===== src/rtl/spi_register_bridge.sv =====
// SPI (mode 0) slave that turns 32-bit frames into register writes for the synth core.
// Frame = {register number[15:0], register value[15:0]}; MISO returns {frame count, error count}.
`timescale 1ns/1ps
module spi_register_bridge #(
    parameter int SYNC_STAGES = 2
) (
    input  logic        i_Clock,
    input  logic        i_Reset_n,
    input  logic        i_SpiClock,
    input  logic        i_SpiChipSelect_n,
    input  logic        i_SpiMosi,
    output logic        o_SpiMiso,
    output logic [15:0] o_RegisterNumber,
    output logic [15:0] o_RegisterValue,
    output logic        o_RegisterWriteEnable,
    output logic        o_FrameError
);

    typedef enum logic [1:0] {
        IDLE   = 2'd0,
        SHIFT  = 2'd1,
        COMMIT = 2'd2
    } state_t;

    localparam int FILL_DEPTH = SYNC_STAGES + 1;

    function automatic logic [5:0] bit_cnt_inc(input logic [5:0] cnt);
        return (cnt >= 6'd33) ? 6'd33 : cnt + 6'd1;
    endfunction

    function automatic logic [7:0] err_cnt_inc(input logic [7:0] cnt);
        return (cnt == 8'hFF) ? cnt : cnt + 8'd1;
    endfunction

    logic [SYNC_STAGES-1:0] sclk_sync;
    logic [SYNC_STAGES-1:0] cs_sync;
    logic [SYNC_STAGES-1:0] mosi_sync;
    logic                   sclk_hist;
    logic                   cs_hist;

    state_t      state;
    state_t      state_next;
    logic [2:0]  fill_cnt;
    logic        armed;
    logic        start_pend;
    logic [5:0]  bit_cnt;
    logic [31:0] shift_reg;
    logic [15:0] status_sh;
    logic [7:0]  frame_cnt;
    logic [7:0]  err_cnt;

    logic sclk_s;
    logic cs_s;
    logic mosi_s;
    logic filled;
    logic sclk_rise;
    logic sclk_fall;
    logic cs_rise;
    logic cs_fall;
    logic frame_err;

    // Input synchronizers plus one history flop for edge detection
    always_ff @(posedge i_Clock or negedge i_Reset_n) begin
        if (!i_Reset_n) begin
            sclk_sync <= '0;
            cs_sync   <= '1;
            mosi_sync <= '0;
            sclk_hist <= 1'b0;
            cs_hist   <= 1'b1;
        end else begin
            sclk_sync <= {sclk_sync[SYNC_STAGES-2:0], i_SpiClock};
            cs_sync   <= {cs_sync[SYNC_STAGES-2:0], i_SpiChipSelect_n};
            mosi_sync <= {mosi_sync[SYNC_STAGES-2:0], i_SpiMosi};
            sclk_hist <= sclk_sync[SYNC_STAGES-1];
            cs_hist   <= cs_sync[SYNC_STAGES-1];
        end
    end

    assign sclk_s = sclk_sync[SYNC_STAGES-1];
    assign cs_s   = cs_sync[SYNC_STAGES-1];
    assign mosi_s = mosi_sync[SYNC_STAGES-1];

    // Reset values in the pipe are not real pin samples; a frame may only start once
    // CS_n has genuinely been observed high, so a CS_n held low through reset is ignored.
    assign filled    = (fill_cnt == 3'(FILL_DEPTH));
    assign sclk_rise = sclk_s & ~sclk_hist;
    assign sclk_fall = ~sclk_s & sclk_hist;
    assign cs_rise   = filled & cs_s & ~cs_hist;
    assign cs_fall   = armed & ~cs_s & cs_hist;

    // State register
    always_ff @(posedge i_Clock or negedge i_Reset_n) begin
        if (!i_Reset_n) begin
            state <= IDLE;
        end else begin
            state <= state_next;
        end
    end

    always_comb begin
        state_next            = state;
        frame_err             = 1'b0;
        o_RegisterWriteEnable = 1'b0;
        o_SpiMiso             = 1'b0;
        case (state)
            IDLE: begin
                if (cs_fall || start_pend) begin
                    state_next = SHIFT;
                end
            end
            SHIFT: begin
                o_SpiMiso = status_sh[15];
                if (cs_rise) begin
                    if (bit_cnt == 6'd32) begin
                        state_next = COMMIT;
                    end else begin
                        state_next = IDLE;
                        frame_err  = 1'b1;
                    end
                end
            end
            COMMIT: begin
                o_RegisterWriteEnable = 1'b1;
                state_next            = IDLE;
            end
            default: state_next = IDLE;
        endcase
    end

    // Frame datapath, counters and registered outputs
    always_ff @(posedge i_Clock or negedge i_Reset_n) begin
        if (!i_Reset_n) begin
            fill_cnt         <= '0;
            armed            <= 1'b0;
            start_pend       <= 1'b0;
            bit_cnt          <= '0;
            shift_reg        <= '0;
            status_sh        <= '0;
            frame_cnt        <= '0;
            err_cnt          <= '0;
            o_RegisterNumber <= '0;
            o_RegisterValue  <= '0;
            o_FrameError     <= 1'b0;
        end else begin
            o_FrameError <= frame_err;
            start_pend   <= (state == COMMIT) && cs_fall;
            if (!filled) begin
                fill_cnt <= fill_cnt + 3'd1;
            end
            if (filled && cs_s && cs_hist) begin
                armed <= 1'b1;
            end
            case (state)
                IDLE: begin
                    if (state_next == SHIFT) begin
                        bit_cnt   <= '0;
                        shift_reg <= '0;
                        status_sh <= {frame_cnt, err_cnt};
                    end
                end
                SHIFT: begin
                    // A CS_n rise in the same cycle as an SCLK edge ends the frame first
                    if (cs_rise) begin
                        if (bit_cnt == 6'd32) begin
                            o_RegisterNumber <= shift_reg[31:16];
                            o_RegisterValue  <= shift_reg[15:0];
                        end else begin
                            err_cnt <= err_cnt_inc(err_cnt);
                        end
                    end else begin
                        if (sclk_rise) begin
                            shift_reg <= {shift_reg[30:0], mosi_s};
                            bit_cnt   <= bit_cnt_inc(bit_cnt);
                        end
                        if (sclk_fall) begin
                            status_sh <= {status_sh[14:0], 1'b0};
                        end
                    end
                end
                COMMIT: begin
                    frame_cnt <= frame_cnt + 8'd1;
                end
                default: ;
            endcase
        end
    end

endmodule


===== config.mk =====
export PLATFORM = sky130hd
export DESIGN_NAME = spi_register_bridge
export DESIGN_NICKNAME = d
export VERILOG_FILES = /design/src/rtl/spi_register_bridge.sv
export SDC_FILE = /design/constraint.sdc
export NUM_CORES = 1
export LEC_CHECK = 0
export ABC_AREA = 1
export ABC_CLOCK_PERIOD_IN_PS = 2300
export BUFFER_PORTS_ARGS = -buffer_cell sky130_fd_sc_hd__buf_2
export CAP_MARGIN = 15
export CORE_MARGIN = 10
export CORE_UTILIZATION = 50
export DETAILED_ROUTE_END_ITERATION = 10
export GPL_TIMING_DRIVEN = 0
export HOLD_SLACK_MARGIN = 0.06
export PLACE_DENSITY_LB_ADDON = 0.25
export SKIP_LAST_GASP = 1
export SLEW_MARGIN = 30
export SYNTH_ARGS = -nofsm -noshare
export SYNTH_HDL_FRONTEND = slang
export SYNTH_SLANG_ARGS = --single-unit

===== constraint.sdc =====
create_clock -name i_Clock -period 2.3 [get_ports i_Clock]
set_input_delay 0.46 -clock i_Clock [delete_from_list [all_inputs] [get_ports i_Clock]]
set_output_delay 0.46 -clock i_Clock [all_outputs]
set_load 0.005 [all_outputs]

* After elaboration in Yosys (flattened, before gate mapping)
Cells that the tools add are included.
Word-level totals: bits of input ports 5, output and inout port bits 35, register bits after elaboration 118, logic and storage cells 76
Cells by class: reductions and logical operators 10, order comparisons 1, equality and inequality tests 10, muxes and demuxes 22, add/sub/neg operators 4, bitwise gates (word level) 12
Operators with widths (number):
- $mux 32 | 3
- $pmux 32 s2 | 1
- $mux 16 | 3
- $pmux 16 s2 | 1
- $mux 6 | 4
- $add 8x1->8 const B | 2
- $pmux 6 s2 | 1
- $reduce_and 4->1 | 3
- $eq 8x8->1 const B | 1
- $ne 2x2->1 const B | 4
- $add 6x1->6 const B | 1
- $and 1x1->1 | 6
- $eq 6x6->1 const B | 1
- $ge 6x6->1 const B | 1
- $mux 2 | 3
- $not 1->1 | 6
- $mux 1 | 5
- $eq 2x1->1 const B | 2
- $pmux 2 s2 | 1
- $add 3x1->3 const B | 1
- $eq 3x2->1 const B | 1
- $logic_and 1x1->1 | 3
- $reduce_and 3->1 | 1
- $eq 2x2->1 const B | 1
- 3 further kinds | 3

* Longest topological paths before layout
depth in word-level cells 9, depth in mapped cells 10, depth with buffers taken out 10

* Worst setup path after synthesis
No wires, ideal clock.
kind register to register, start point register fill_cnt[0], end point register bit_cnt[0], path buffers 1, stages on the path, launching flop included 10, data required time 2.176 ns, arrival time 1.481 ns, path slack 0.695 ns, library setup time 0.124 ns, period minus slack after synthesis 1.605 ns, cells stage by stage dfrtp_1 > ha_1 > ha_1 > nand2_1 > nor2_1 > o21ai_1 > nand2_2 > buf_4 > nand2_1 > o21ai_1
Between the ends: word-level cells in the longest chain between the ends 8, elaborated cells on any way between the ends 9, those cells by class eq/ne: 4; mux: 2; bitwise: 2; reduce/logical: 1
RTL lines:
- start, declared | line 43 | logic [2:0] fill_cnt;
- start signal, assigned | line 148 | fill_cnt <= fill_cnt + 3'd1;
- $eq 3x2->1 (*) | line 85 | assign filled = (fill_cnt == 3'(FILL_DEPTH));
- $and 1x1->1 (*) (2 in series) | line 88 | assign cs_rise = filled & cs_s & ~cs_hist;
- $mux 2 | line 113 | if (cs_rise) begin
- $pmux 2 s2 | line 105 | case (state)
- $eq 2x1->1 | line 155 | if (state_next == SHIFT) begin
- $ne 2x2->1 (no line)
- $reduce_and 4->1 (no line) (*)
- end signal, assigned | line 173 | bit_cnt <= bit_cnt_inc(bit_cnt);
- end, declared | line 46 | logic [5:0] bit_cnt;
Every way passes the cells marked *; elsewhere a longest branch is shown, timed or not. A chain may end at the register's enable or synchronous reset.

* Worst setup path in the final report
start point register state[1], end point output o_SpiMiso
Between the ends: word-level cells in the longest chain between the ends 2
RTL lines:
- start, declared | line 41 | state_t state;
- start signal, assigned | line 96 | state <= state_next;
- $eq 2x1->1 | line 105
- $mux 1 | line 105
- end, declared | line 12 | output logic o_SpiMiso,
Every way passes these cells.

==> reports/qor.json <==
{
  "worstPathMaxFanout": {"value": 19},
  "floorplan.die.width": {"value": 121, "unit": "um"},
  "cts_made_buffers": {"value": 17},
  "static-leakage-power": {"value": 3.13, "unit": "nW"},
  "syn_inst": {"value": 585},
  "grt_setup_unrepaired": {"value": "no"},
  "p_per_area": {"value": 923, "unit": "mW/mm^2"},
  "synthesis.nets": {"value": 598},
  "grt_antenna_before_repair": {"value": 0},
  "initial_core_util": {"value": 0.516},
  "fp.coreArea": {"value": 0.00982, "unit": "sq mm"},
  "rows": {"value": 36},
  "clkSlewWorstSetupHoldPaths": {"value": 50, "unit": "ps"},
  "critical_path_arrival": {"value": 1450, "unit": "ps"},
  "maxSlewHeadroom": {"value": 0.707},
  "fin_setup_tns": {"value": 0, "unit": "ps"},
  "synth-seq-area-share": {"value": 0.583},
  "mostFrequentLayoutCell": {"value": "sky130_fd_sc_hd__nand2_1"},
  "maxSlewViolCount": {"value": 0},
  "final.period_utilization": {"value": 0.830},
  "synthTopCellsByArea": {"value": "sky130_fd_sc_hd__dfrtp_1 57%, sky130_fd_sc_hd__nand2_1 19%, sky130_fd_sc_hd__o21ai_1 3.8%"},
  "max_clock_freq": {"value": 0.524, "unit": "GHz"},
  "netlist-cell-type-count": {"value": 28},
  "diodes": {"value": 0},
  "place_inst": {"value": 758},
  "synth.avg_cell_area": {"value": 8.67, "unit": "sq um"},
  "synth_enable_flop_cells": {"value": 0},
  "outcome": {"value": "finished clean"},
  "dr.pass1.iters": {"value": 5},
  "syn2layout_area_growth": {"value": 20.7, "unit": "%"},
  "fillers": {"value": 862},
  "ir_drop": {"value": 0.656, "unit": "mV"},
  "yosys_register_bits": {"value": 118},
  "timing.clock.skew": {"value": 9.02, "unit": "ps"},
  "floorplan.die_area": {"value": 0.0146, "unit": "sq mm"},
  "drt_wl_total": {"value": 10700, "unit": "um"},
  "remaining_drc_errors": {"value": 0},
  "crit_path_start_kind": {"value": "flip-flop"},
  "worst_r2r_startpoint": {"value": "fill_cnt[0]"},
  "report.final.hold_viol_count": {"value": 0},
  "drtAntennaViolNets": {"value": 0},
  "cts_resized": {"value": 0},
  "max_cap_viol_count": {"value": 0},
  "maximum_root_to_sink_buffer_count": {"value": 2},
  "setup_viol": {"value": 0},
  "synthDominantAreaCellType": {"value": "sky130_fd_sc_hd__dfrtp_1"},
  "post_route_cells_drive_above_1_share": {"value": 0.158},
  "seqCellArea": {"value": 0.00296, "unit": "sq mm"},
  "grt_pass1_vias": {"value": 4009},
  "detailedRoute.firstIterationViolations": {"value": 235},
  "global_route_wire_length_before_repair": {"value": 18700, "unit": "um"},
  "worst_hold_path_type": {"value": "reg2reg"},
  "mappedNetlistArea": {"value": 0.00507, "unit": "sq mm"},
  "worstMarginPinSlew": {"value": 439, "unit": "ps"},
  "yosysTopAreaCellShare": {"value": 0.567},
  "global_route.usage.total": {"value": 0.157},
  "postSynth.asyncResetShare": {"value": 1.00},
  "multiInputGateArea": {"value": 0.00180, "unit": "sq mm"},
  "final_area": {"value": 0.00612, "unit": "sq mm"},
  "cts.htree.levels": {"value": 4},
  "via_count": {"value": 3973},
  "clock_sinks": {"value": 118},
  "postPlaceCellArea": {"value": 0.00547, "unit": "sq mm"},
  "num-nets-final": {"value": 660},
  "gp_congestion": {"value": 0.824},
  "postCtsSetupRepairBufs": {"value": 0},
  "utilization": {"value": 0.623},
  "viasPerCell": {"value": 5.01},
  "period_needed": {"value": 1910, "unit": "ps"},
  "die_h": {"value": 121, "unit": "um"},
  "avgRoutedWirePerCell": {"value": 13.5, "unit": "um"},
  "ctsRootBufferMaster": {"value": "sky130_fd_sc_hd__clkbuf_8"},
  "final_cell_mix": {"value": "260 x sky130_fd_sc_hd__nand2_1, 115 x sky130_fd_sc_hd__dfrtp_1, 47 x sky130_fd_sc_hd__buf_2, 41 x sky130_fd_sc_hd__inv_1, 38 x sky130_fd_sc_hd__o21ai_1"},
  "dominantRegCellSynth": {"value": "sky130_fd_sc_hd__dfrtp_1"},
  "detailed_place_hpwl": {"value": 7030, "unit": "um"},
  "tritoncts": {"value": "yes"},
  "layout.cells.non_filler": {"value": 793},
  "largest_reg_flops": {"value": 32},
  "maximum_number_of_pins_on_one_net_before_global_route_repair": {"value": 68},
  "cp_data_required_time": {"value": 1840, "unit": "ps"},
  "hold_path_startpoint": {"value": "cs_sync[0]"},
  "grt.overflow.total": {"value": 0},
  "worstSkewPairLatency": {"value": 520, "unit": "ps"},
  "worstSetupStartpoint": {"value": "state[1]"},
  "io_buffers": {"value": 39},
  "critical_path_class": {"value": "reg2out"},
  "floorplan.io_pins": {"value": 40},
  "yosys_warnings": {"value": 0},
  "crit_path_end_kind": {"value": "primary output"}
}
[cell families after synthesis]
| group | after synthesis | share of synthesized area |
|---|---|---|
| DFF | 118 | 0.583 |
| muxes | 1 | 0.00222 |
| and+or+nand+nor | 304 | 0.240 |
| xor gates and xnor gates | 11 | 0.0190 |
| AOI/OAI and AO/OA | 74 | 0.0740 |
| buffers and inverters | 69 | 0.0619 |
| adders and majority gates | 8 | 0.0197 |
[worst max-delay path, cell delays in order, from the launching register on]
cell                      delay [ps]
sky130_fd_sc_hd__dfrtp_1         390
sky130_fd_sc_hd__inv_2            90
sky130_fd_sc_hd__nand2_2          70
sky130_fd_sc_hd__buf_6           180
sky130_fd_sc_hd__nor2_1           90
sky130_fd_sc_hd__buf_2           110
[synthesized netlist by cell type, types with 3 or more instances]
master / number
sky130_fd_sc_hd__o21ai_1: 38
sky130_fd_sc_hd__nand4_1: 4
sky130_fd_sc_hd__buf_4: 7
sky130_fd_sc_hd__inv_1: 41
sky130_fd_sc_hd__ha_1: 8
sky130_fd_sc_hd__nand2_1: 260
sky130_fd_sc_hd__clkbuf_1: 5
sky130_fd_sc_hd__nor2_1: 18
sky130_fd_sc_hd__nand2_2: 3
sky130_fd_sc_hd__buf_2: 9
sky130_fd_sc_hd__xor2_1: 9
sky130_fd_sc_hd__nand3_1: 13
sky130_fd_sc_hd__dfstp_2: 3
sky130_fd_sc_hd__o21ai_0: 32
sky130_fd_sc_hd__inv_2: 3
sky130_fd_sc_hd__dfrtp_1: 115
[where the power goes]
group | total, mW | switching (mW) | internal, mW
clock | 2.72 | 0.939 | 1.79
sequential | 2.29 | 0.103 | 2.19
combinational | 0.630 | 0.430 | 0.200
[worst paths after layout]
| path | to | cells after the start | slack [ps] |
|---|---|---|---|
| min reg2reg | cs_sync[1] | 0 | 360 |
| max | o_SpiMiso | 5 | 390 |
| max reg2reg | shift_reg[24] | 9 | 430 |
| min | cs_sync[1] | 0 | 360 |
| min in group asynchronous | o_RegisterValue[12] | 2 | 440 |
| max in group asynchronous | status_sh[13] | 3 | 1200 |
[final cells by class]
cell class / count / share of cell area
Clock buffer: 20 / 0.0712
Buffer: 22 / 0.0221
Sequential cell: 118 / 0.483
Tap cell: 133 / 0.0272
Clock inverter: 12 / 0.0290
Timing Repair Buffer: 44 / 0.0446
Multi-Input combinational cell: 398 / 0.294
Inverter: 46 / 0.0286
[through the flow]
stage	power [mW]	setup slack, ps	hold WS [ps]
finish	5.65	391	357
global route	5.90	267	360
CTS	5.68	15.7	361
detailed placement	2.94	447	350
global placement	2.89	-607	338
floorplan	2.74	695	164
[layer usage]
layer	wire length, um	GRT usage	vias to the layer above	share of wire
li1	-	-	1946	-
met1	4650	0.186	1898	0.43
met2	5340	0.255	112	0.50
met3	594	0.0586	17	0.055
met4	149	0.0543	0	0.014
met5	0	0	-	0
[timing repair]
action / 4_1_cts / 5_1_grt
setup endpoints to repair: 0 / 1
hold buffers: 4 / 0
endpoints found under the hold margin: 51 / 0
No activity file was read; power rests on OpenSTA's default activity.
